==> src/rtl/wb_stage.sv <==
// -----------------------------------------------------------------------------
// wb_stage -- writeback buffer between the memory stage and the register file.
//
// Each accepted entry is fully resolved on entry: the result is picked from the
// ALU result, the PC+4 link value, or an extracted and extended load field.
// Entries sit in a DEPTH-deep circular FIFO and drain one per clock, unless
// stalled, into a registered register-file write port. Entries that do not
// write (rd = x0, or "no writeback") are still consumed, but rf_we stays low
// for them.
//
// Optional feature: define WB_FWD_EN to add a combinational forwarding port
// that exposes the youngest buffered entry for decode-stage hazard bypass.
// Without the macro the ports and their logic are not built.
//
// Parameters
//   DEPTH       buffer depth in entries: 2, 4 or 8
//
// Ports
//   clk         rising-edge clock
//   rst         asynchronous reset, active low
//   in_valid    upstream entry valid
//   in_ready    buffer can accept (count < DEPTH); held low while in reset
//   in_wb_sel   result source: 00 ALU, 01 MEM, 10 PC+4, 11 none
//   in_rd       destination register
//   in_alu      ALU result
//   in_pc       instruction PC
//   in_mem      raw memory word
//   in_ld_op    load type: 000 LB, 001 LH, 010 LW, 100 LBU, 101 LHU, else LW
//   in_addr_lo  low two bits of the load address
//   stall       freezes draining; pushes still accepted while not full
//   rf_we       register-file write enable (registered)
//   rf_wR       register-file write address (registered)
//   rf_wD       register-file write data (registered)
//   fwd_valid   [WB_FWD_EN] youngest buffered entry writes a register
//   fwd_rd      [WB_FWD_EN] its destination register, 0 when invalid
//   fwd_data    [WB_FWD_EN] its resolved data, 0 when invalid
// -----------------------------------------------------------------------------
module wb_stage #(
  parameter int DEPTH = 2
) (
  input  logic        clk,
  input  logic        rst,
  input  logic        in_valid,
  output logic        in_ready,
  input  logic [1:0]  in_wb_sel,
  input  logic [4:0]  in_rd,
  input  logic [31:0] in_alu,
  input  logic [31:0] in_pc,
  input  logic [31:0] in_mem,
  input  logic [2:0]  in_ld_op,
  input  logic [1:0]  in_addr_lo,
  input  logic        stall,
  output logic        rf_we,
  output logic [4:0]  rf_wR,
  output logic [31:0] rf_wD
`ifdef WB_FWD_EN
  ,
  output logic        fwd_valid,
  output logic [4:0]  fwd_rd,
  output logic [31:0] fwd_data
`endif
);

  // DEPTH is a power of two, so the pointers wrap modulo DEPTH for free.
  localparam int PTR_W = $clog2(DEPTH);
  localparam int CNT_W = PTR_W + 1;

  typedef enum logic [1:0] {
    WB_ALU  = 2'b00,
    WB_MEM  = 2'b01,
    WB_PC4  = 2'b10,
    WB_NONE = 2'b11
  } wb_sel_e;

  typedef enum logic [2:0] {
    LD_LB  = 3'b000,
    LD_LH  = 3'b001,
    LD_LW  = 3'b010,
    LD_LBU = 3'b100,
    LD_LHU = 3'b101
  } ld_op_e;

  // ---------------------------------------------------------------------------
  // Buffer state
  // ---------------------------------------------------------------------------
  logic [PTR_W-1:0] r_head;
  logic [PTR_W-1:0] r_tail;
  logic [CNT_W-1:0] r_count;

  logic [4:0]       r_rd_mem   [DEPTH];
  logic [31:0]      r_data_mem [DEPTH];
  logic             r_we_mem   [DEPTH];

  // ---------------------------------------------------------------------------
  // Push-side result resolution
  // ---------------------------------------------------------------------------
  logic [7:0]  w_byte;
  logic [15:0] w_half;
  logic [31:0] w_load;
  logic [31:0] w_push_data;
  logic        w_push_we;

  // NOTE: every signal driven here gets a default first, so no path through the
  // case statements can leave a value unassigned and infer a latch.
  always_comb begin
    w_byte = in_mem[7:0];
    case (in_addr_lo)
      2'd1:    w_byte = in_mem[15:8];
      2'd2:    w_byte = in_mem[23:16];
      2'd3:    w_byte = in_mem[31:24];
      default: w_byte = in_mem[7:0];
    endcase

    // Halfword loads pick by address bit 1 only; bit 0 is ignored.
    w_half = in_addr_lo[1] ? in_mem[31:16] : in_mem[15:0];

    w_load = in_mem;
    case (in_ld_op)
      LD_LB:   w_load = {{24{w_byte[7]}}, w_byte};
      LD_LH:   w_load = {{16{w_half[15]}}, w_half};
      LD_LBU:  w_load = {24'h0, w_byte};
      LD_LHU:  w_load = {16'h0, w_half};
      LD_LW:   w_load = in_mem;
      default: w_load = in_mem;   // reserved codes behave as LW
    endcase

    w_push_data = 32'h0;
    case (in_wb_sel)
      WB_ALU:  w_push_data = in_alu;
      WB_MEM:  w_push_data = w_load;
      WB_PC4:  w_push_data = in_pc + 32'd4;   // wraps modulo 2^32
      default: w_push_data = 32'h0;           // no writeback: data unused
    endcase

    // Writes to x0 and "no writeback" entries are kept in the FIFO so they
    // retire in order, but never raise rf_we.
    w_push_we = (in_rd != 5'd0) && (in_wb_sel != WB_NONE);
  end

  // ---------------------------------------------------------------------------
  // Handshake
  // ---------------------------------------------------------------------------
  logic w_not_full;
  logic w_push;
  logic w_pop;

  // A full buffer never accepts, even if it pops on the same edge: the ready
  // path does not depend on stall or on the pop decision.
  assign w_not_full = (r_count < CNT_W'(DEPTH));
  assign in_ready   = rst & w_not_full;
  assign w_push     = in_valid & in_ready;
  assign w_pop      = ~stall & (r_count != '0);

  // ---------------------------------------------------------------------------
  // Entry storage
  // ---------------------------------------------------------------------------
  // NOTE: the storage array has no reset; validity comes entirely from r_count,
  // so stale contents are never observed and the array maps to plain RAM/flops.
  always_ff @(posedge clk) begin
    if (w_push) begin
      r_rd_mem[r_tail]   <= in_rd;
      r_data_mem[r_tail] <= w_push_data;
      r_we_mem[r_tail]   <= w_push_we;
    end
  end

  // ---------------------------------------------------------------------------
  // Pointers, occupancy and the registered register-file port
  // ---------------------------------------------------------------------------
  // NOTE: all state here uses non-blocking assignments so every update sees the
  // pre-edge values of r_head/r_tail/r_count, regardless of statement order.
  always_ff @(posedge clk or negedge rst) begin
    if (!rst) begin
      r_head  <= '0;
      r_tail  <= '0;
      r_count <= '0;
      rf_we   <= 1'b0;
      rf_wR   <= 5'd0;
      rf_wD   <= 32'h0;
    end else begin
      if (w_push) begin
        r_tail <= r_tail + PTR_W'(1);
      end
      if (w_pop) begin
        r_head <= r_head + PTR_W'(1);
      end

      case ({w_push, w_pop})
        2'b10:   r_count <= r_count + CNT_W'(1);
        2'b01:   r_count <= r_count - CNT_W'(1);
        default: r_count <= r_count;   // idle, or push and pop together
      endcase

      // Only a pop can raise rf_we; address and data hold between pops.
      rf_we <= w_pop & r_we_mem[r_head];
      if (w_pop) begin
        rf_wR <= r_rd_mem[r_head];
        rf_wD <= r_data_mem[r_head];
      end
    end
  end

`ifdef WB_FWD_EN
  // ---------------------------------------------------------------------------
  // Forwarding of the youngest buffered entry (the one just behind the tail)
  // ---------------------------------------------------------------------------
  logic [PTR_W-1:0] w_young;

  assign w_young   = r_tail - PTR_W'(1);
  assign fwd_valid = (r_count != '0) && r_we_mem[w_young];
  assign fwd_rd    = fwd_valid ? r_rd_mem[w_young]   : 5'd0;
  assign fwd_data  = fwd_valid ? r_data_mem[w_young] : 32'h0;
`endif

endmodule

==> config.mk <==
export PLATFORM = sky130hd
export DESIGN_NAME = wb_stage
export DESIGN_NICKNAME = d
export VERILOG_FILES = /design/src/rtl/wb_stage.sv
export SDC_FILE = /design/constraint.sdc
export NUM_CORES = 1
export LEC_CHECK = 0
export BUFFER_PORTS_ARGS = -buffer_cell sky130_fd_sc_hd__buf_2
export CORE_MARGIN = 10
export CORE_UTILIZATION = 44
export CTS_CLUSTER_DIAMETER = 60
export CTS_CLUSTER_SIZE = 40
export DETAILED_ROUTE_END_ITERATION = 6
export PLACE_DENSITY = 0.68
export SLEW_MARGIN = 20
export SYNTH_ARGS = -nofsm -noshare
export SYNTH_HDL_FRONTEND = slang
export SYNTH_SLANG_ARGS = --single-unit
export TNS_END_PERCENT = 100
==> constraint.sdc <==
create_clock -name clk -period 3.99 [get_ports clk]
set_clock_uncertainty 0.15 [all_clocks]
set_input_delay 0.1995 -clock clk [delete_from_list [all_inputs] [get_ports clk]]
set_output_delay 0.1995 -clock clk [all_outputs]
set_load 0.05 [all_outputs]
* Word-level counts from Yosys, hierarchy flattened
Memories as Yosys holds them, arrays and structs flattened. A register that Yosys moved wholly into a read port is not among the register bits.
Index checks and enable logic that the tools add are counted.
** Storage, ports and cells
- Output and inout port bits :: 39
- Memory bits (writable) :: 76
- Register bits :: 5
- Input port bits :: 112
- Word-level logic and storage cells :: 44
- Memories :: 3
** Operators by class
- Multiplexer cells :: 7
- Bitwise operators :: 5
- $add $sub $neg :: 5
- Magnitude comparators :: 1
- Eq/ne operators :: 11
- Reductions and logical operators :: 8
** Memory list
- r_data_mem :: depth 2, width 32, rd ports 1, clocked after memory_dff 1, write ports 1, RTL line 91 : logic [31:0] r_data_mem [DEPTH];
- r_rd_mem :: depth 2, width 5, rd ports 1, clocked after memory_dff 1, write ports 1, RTL line 90 : logic [4:0] r_rd_mem [DEPTH];
- r_we_mem :: depth 2, width 1, rd ports 1, clocked after memory_dff 0, write ports 1, RTL line 92 : logic r_we_mem [DEPTH];
** Operator list (count)
- one-hot mux 32 bit (4 select lines) :: 1
- one-hot mux 32 bit (3 select lines) :: 1
- adder 32 x 3 -> 32 bit (second input constant) :: 1
- one-hot mux 8 bit (3 select lines) :: 1
- two-way mux 16 bit :: 1
- == test 2 bit (second input constant) :: 4
- == test 2 x 1 -> 1 bit (second input constant) :: 3
- == test 3 bit (second input constant) :: 2
- nonzero test 5 bit :: 1
- bitwise AND 1 bit :: 4
- one-hot mux 2 bit (2 select lines) :: 1
- nonzero test 2 bit :: 2
- == test 3 x 1 -> 1 bit (second input constant) :: 1
- zero test 3 bit :: 1
- adder 1 bit (second input constant) :: 2
- adder 2 x 1 -> 2 bit (second input constant) :: 1
- zero test 1 bit :: 2
- zero test 2 bit :: 1
- < comparator 2 bit (second input constant) :: 1
- two-way mux 1 bit :: 2
- != test 2 bit (second input constant) :: 1
- subtractor 2 x 1 -> 2 bit (second input constant) :: 1
- logical AND 1 bit :: 1
- inverter 1 bit :: 1

* Depth between registers and ports, before layout
- Depth after elaboration :: 5
- Depth in mapped cells :: 8
- Mapped depth without buffers :: 6

* Least setup slack after synthesis
OpenSTA, ideal clock, no wires.
- Path kind :: reg-to-reg
- Start point :: register r_count[1]
- End point :: memory r_data_mem[0][0], enable pin
- Buffers on the path :: 0
- Slack :: 364 ps
- Clock period less this slack :: 3626 ps
- Arrival time :: 3043 ps
- Cell stages (with the launch flop) :: 4
- Cell sequence :: dfrtp_1 -> nor2b_1 -> nand2_1 -> nor2_1
** On the way
- Longest elaborated chain between the ends :: 5
** RTL lines
- start, declared :: RTL line 88 : logic [CNT_W-1:0] r_count;
- start signal, assigned :: RTL line 189 : 2'b10: r_count <= r_count + CNT_W'(1);
- start signal, assigned :: RTL line 190 : 2'b01: r_count <= r_count - CNT_W'(1);
- start signal, assigned :: RTL line 191 : default: r_count <= r_count;
- < comparator 2 bit :: RTL line 149 : assign w_not_full = (r_count < CNT_W'(DEPTH));
- bitwise AND 1 bit :: RTL line 150 : assign in_ready = rst & w_not_full;
- via in_ready :: RTL line 44 : output logic in_ready,
- bitwise AND 1 bit :: RTL line 151 : assign w_push = in_valid & in_ready;
- two-way mux 1 bit :: RTL line 160 : if (w_push) begin
- two-way mux 1 bit (not written as such) :: RTL line 162 : r_data_mem[r_tail] <= w_push_data;
- end, declared :: RTL line 91
The timed path passes the listed nets, and every way through them passes these cells.

* Worst setup path after layout
- Start point :: input port in_wb_sel[1]
- End point :: memory r_data_mem[0][14], data pin
** On the way
- Longest elaborated chain between the ends :: 2
- Elaborated cells between the ends (all ways) :: 4
** RTL lines
- start, declared :: RTL line 45 : input logic [1:0] in_wb_sel,
- == test 2 bit (tied with other cells) :: RTL line 128 : case (in_wb_sel)
- one-hot mux 32 bit (3 select lines) (*) :: RTL line 128
- via w_push_data[14] :: RTL line 100 : logic [31:0] w_push_data;
Mark *: on every way through the listed nets, which the timed path passes. The rest lies on a longest branch.

==> impl_table.tex <==
\begin{tabular}{lr}
\hline
Metric & Value \\
\hline
\multicolumn{2}{l}{\textbf{Status}} \\
\quad Outcome & finished, final reports clean \\
\multicolumn{2}{l}{\textbf{Power and ir drop}} \\
\quad Combinational group share of total power & 0.331 \\
\quad Switching power total & 0.00193 W \\
\quad Worst-case vdd ir drop & 0.328 mV \\
\quad Cell area power density & 663 nW/µm² \\
\quad Sw frac & 0.378 \\
\quad Fraction of power consumed by sequential logic & 0.357 \\
\quad Reported leakage power & 3.21 nW \\
\quad Clock network power share & 0.311 \\
\quad Internal Dissipation & 0.00317 W \\
\multicolumn{2}{l}{\textbf{Clock tree}} \\
\quad H-tree depth & 4 \\
\quad Number of clock sinks & 118 \\
\quad CTS buffer count & 17 \\
\quad TritonCTS clock tree & yes \\
\quad Clock latency reported for the late side of the worst-skew pair & 0.41 ns \\
\quad Clk pin slew, worst setup/hold paths & 0.05 ns \\
\quad Number of buffers on the longest clock path & 2 \\
\quad Cell at the root of the clock tree & sky130\_fd\_sc\_hd\_\_clkbuf\_16 \\
\multicolumn{2}{l}{\textbf{Route}} \\
\quad DRT iter0 DRCs & 367 \\
\quad First-pass DRT Iterations & 5 \\
\quad Via density & 5.60 \\
\quad Number of vias in the routed layout & 4975 \\
\quad Wire length per cell & 20.2 µm \\
\quad Detail Route Antenna Nets & 0 \\
\quad Detailed-route wire length & 17.9 mm \\
\quad Number of DRC violations after detailed routing & 0 \\
\multicolumn{2}{l}{\textbf{Cells and area}} \\
\quad Growth of design area from synthesis to finish & 26.4\% \\
\quad Number of antenna cells inserted & 0 \\
\quad Share of cells above drive strength 1 & 0.288 \\
\quad Number of nets in the final layout & 813 \\
\multicolumn{2}{l}{\textbf{STA}} \\
\quad Hold violation count in the final report & 0 \\
\quad Share of the clock period used by the worst path after layout & 0.530 \\
\quad Final Critical Period & 2.12 ns \\
\quad Total negative setup slack & 0 ns \\
\quad Unrepaired setup endpoints after global routing & no \\
\quad Worst relative slew slack & 0.370 \\
\quad Tightest Pin Transition & 0.946 ns \\
\quad Count of final setup violators & 0 \\
\quad Hold Slack & 0.0280 ns \\
\quad Top achievable clock speed & 473 MHz \\
\quad Final slew viol count & 0 \\
\quad Final setup slack of the worst path & 1.87 ns \\
\multicolumn{2}{l}{\textbf{Setup path}} \\
\quad Kind of end point of the critical path & flop \\
\quad Worst setup SP type & input port \\
\quad Worst Setup Path Type & input port to flop \\
\quad CP arrival & 2.10 ns \\
\quad Required time at the worst-slack endpoint & 3.98 ns \\
\quad Critical path peak fanout & 37 \\
\multicolumn{2}{l}{\textbf{Die}} \\
\quad Total core area & 13400 µm² \\
\quad Starting utilization of the core area & 0.455 \\
\quad Area of the die & 19000 µm² \\
\quad Chip Width & 138 µm \\
\quad Total I/O pin count & 151 \\
\quad Cell Rows & 42 \\
\quad Die Y-Extent & 138 µm \\
\multicolumn{2}{l}{\textbf{Place}} \\
\quad Count of buffers from port buffering & 150 \\
\quad Place WS & 1.50 ns \\
\quad HPWL Detailed & 13.4 mm \\
\quad Placer Congestion & 0.888 \\
\multicolumn{2}{l}{\textbf{Global routing}} \\
\quad Antenna violations before repair & 2 \\
\quad Via count of the first global-routing pass & 5054 \\
\quad Final global-route overflow total & 0 \\
\quad Largest net degree at the start of global routing & 60 \\
\quad First-pass GRT wire length & 27.5 mm \\
\quad GRT Total Usage & 0.191 \\
\multicolumn{2}{l}{\textbf{Hold path}} \\
\quad Class of the most critical hold timing path & input port to flop \\
\multicolumn{2}{l}{\textbf{Synth}} \\
\quad Synth Register Bits & 118 \\
\quad Leading post-synthesis cells by cell area & sky130\_fd\_sc\_hd\_\_edfxtp\_1 (37\%), sky130\_fd\_sc\_hd\_\_dfrtp\_1 (17\%), sky130\_fd\_sc\_hd\_\_mux2i\_1 (8.4\%), sky130\_fd\_sc\_hd\_\_o21ai\_0 (3.8\%), sky130\_fd\_sc\_hd\_\_nand2\_1 (3.5\%) \\
\quad Number of instances in the synthesized netlist & 556 \\
\quad Async S/R FF share, synth & 0.356 \\
\quad Number of synthesized flops with an enable pin & 76 \\
\quad Library cells used by synthesis & 53 \\
\quad Register area share after synthesis & 0.547 \\
\quad Syn\_area\_per\_cell & 11.0 µm² \\
\quad Top FF cell, synth & sky130\_fd\_sc\_hd\_\_edfxtp\_1 \\
\quad Cell taking the most area after synthesis & sky130\_fd\_sc\_hd\_\_edfxtp\_1 \\
\quad Total nets after synthesis & 670 \\
\quad Most frequent cells after synthesis & sky130\_fd\_sc\_hd\_\_edfxtp\_1 (76), sky130\_fd\_sc\_hd\_\_nand2\_1 (56), sky130\_fd\_sc\_hd\_\_mux2i\_1 (51) \\
\quad Library cell with the highest instance count after synthesis & sky130\_fd\_sc\_hd\_\_edfxtp\_1 \\
\quad Synth Warn \# & 0 \\
\quad Proportion of netlist area held by the largest area contributor & 0.375 \\
\quad Post-synth design cell area & 6090 µm² \\
\multicolumn{2}{l}{\textbf{Flow run}} \\
\quad Max cap viols & 0 \\
\hline
\end{tabular}
[cell usage in the layout (no fill, tap or decap), drive strengths merged, types with 13 or more instances in the layout]
master,Yosys,layout
o221ai,14,14
nor3,13,13
dfrtp,42,42
clkbuf,26,29
o21ai,51,51
buf,12,156
nor2,34,34
edfxtp,76,76
nor2b,16,16
nand2,56,56
nand4,14,14
mux2i,52,52
a21oi,29,29
xor2,19,19
[final timing paths]
kind	slack [ns]	end	start	cells after the start
worst min register to register	0.32	rf_wR[0]	rf_wR[0]	2
worst min-delay path	0.03	r_tail	in_valid	3
max in group asynchronous	3.00	r_head	rst	3
worst max register to register	1.93	r_data_mem[0][24]	r_count[1]	4
min in group asynchronous	0.28	rf_wD[7]	rst	3
worst max-delay path	1.87	r_data_mem[0][14]	in_wb_sel[1]	5
[power groups by stage]
stage	logic [W]	clock network [W]	registers (W)
2_1_floorplan	0.000630	0	0.00240
3_3_place_gp	0.00166	0	0.00183
3_5_place_dp	0.00170	0	0.00185
4_1_cts	0.00171	0.00161	0.00183
5_1_grt	0.00182	0.00167	0.00186
6_report	0.00169	0.00159	0.00182
[state kept, by name, indices dropped and copies added, names as in the netlist]
signal	flops
r_data_mem	64
rf_wD	32
r_rd_mem	10
rf_wR	5
r_count	2
r_we_mem	2
r_head	1
r_tail	1
rf_we	1
[cell families after synthesis]
kind of cell | share of synthesized area
xor+xnor | 0.0446
fa+ha+maj | 0.00411
compound gates | 0.142
buf+inv | 0.0302
simple gates | 0.142
flops | 0.547
mux | 0.0898
[per-stage QoR]
step | power (W) | cell area (µm²) | instances | util
after global routing | 0.00535 | 7700 | 888 | 0.575
after detailed placement | 0.00354 | 6990 | 850 | 0.521
after floorplan | 0.00303 | 6090 | 556 | -
final | 0.00510 | 7700 | 888 | 0.575
after CTS | 0.00515 | 7700 | 888 | 0.575
after global placement | 0.00349 | 6960 | 849 | 0.519
[area by class of cell]
type	instances	area, µm²
clock buffer	29	637
multi-input combinational	394	2600
fill	1147	5700
tap	176	220
clock inverter	3	15.0
sequential	118	3330
inverter	6	22.5
timing repair buffer	162	876
[timing repair]
item	4_1_cts	5_1_grt
setup buffers	0	0
hold buffers	6	0
gates resized for setup	0	0
endpoints found under the hold margin	52	0
[metal layers]
layer  wire length, µm  share of wire  global-route usage  vias up
met3              1480          0.083              0.0641       36
met4               532          0.030              0.0855        4
met5                27         0.0015                   0        -
li1                  -              -                   -     2354
met1              7650           0.43               0.240     2342
met2              8200           0.46               0.291      239
[worst max-delay path, stage by stage]
cell                      delay [ns]
sky130_fd_sc_hd__buf_2          0.53
sky130_fd_sc_hd__inv_1          0.49
sky130_fd_sc_hd__nand2_1        0.40
sky130_fd_sc_hd__a21oi_1        0.06
sky130_fd_sc_hd__or3_1          0.39
Power figures use the tool's default switching activity.
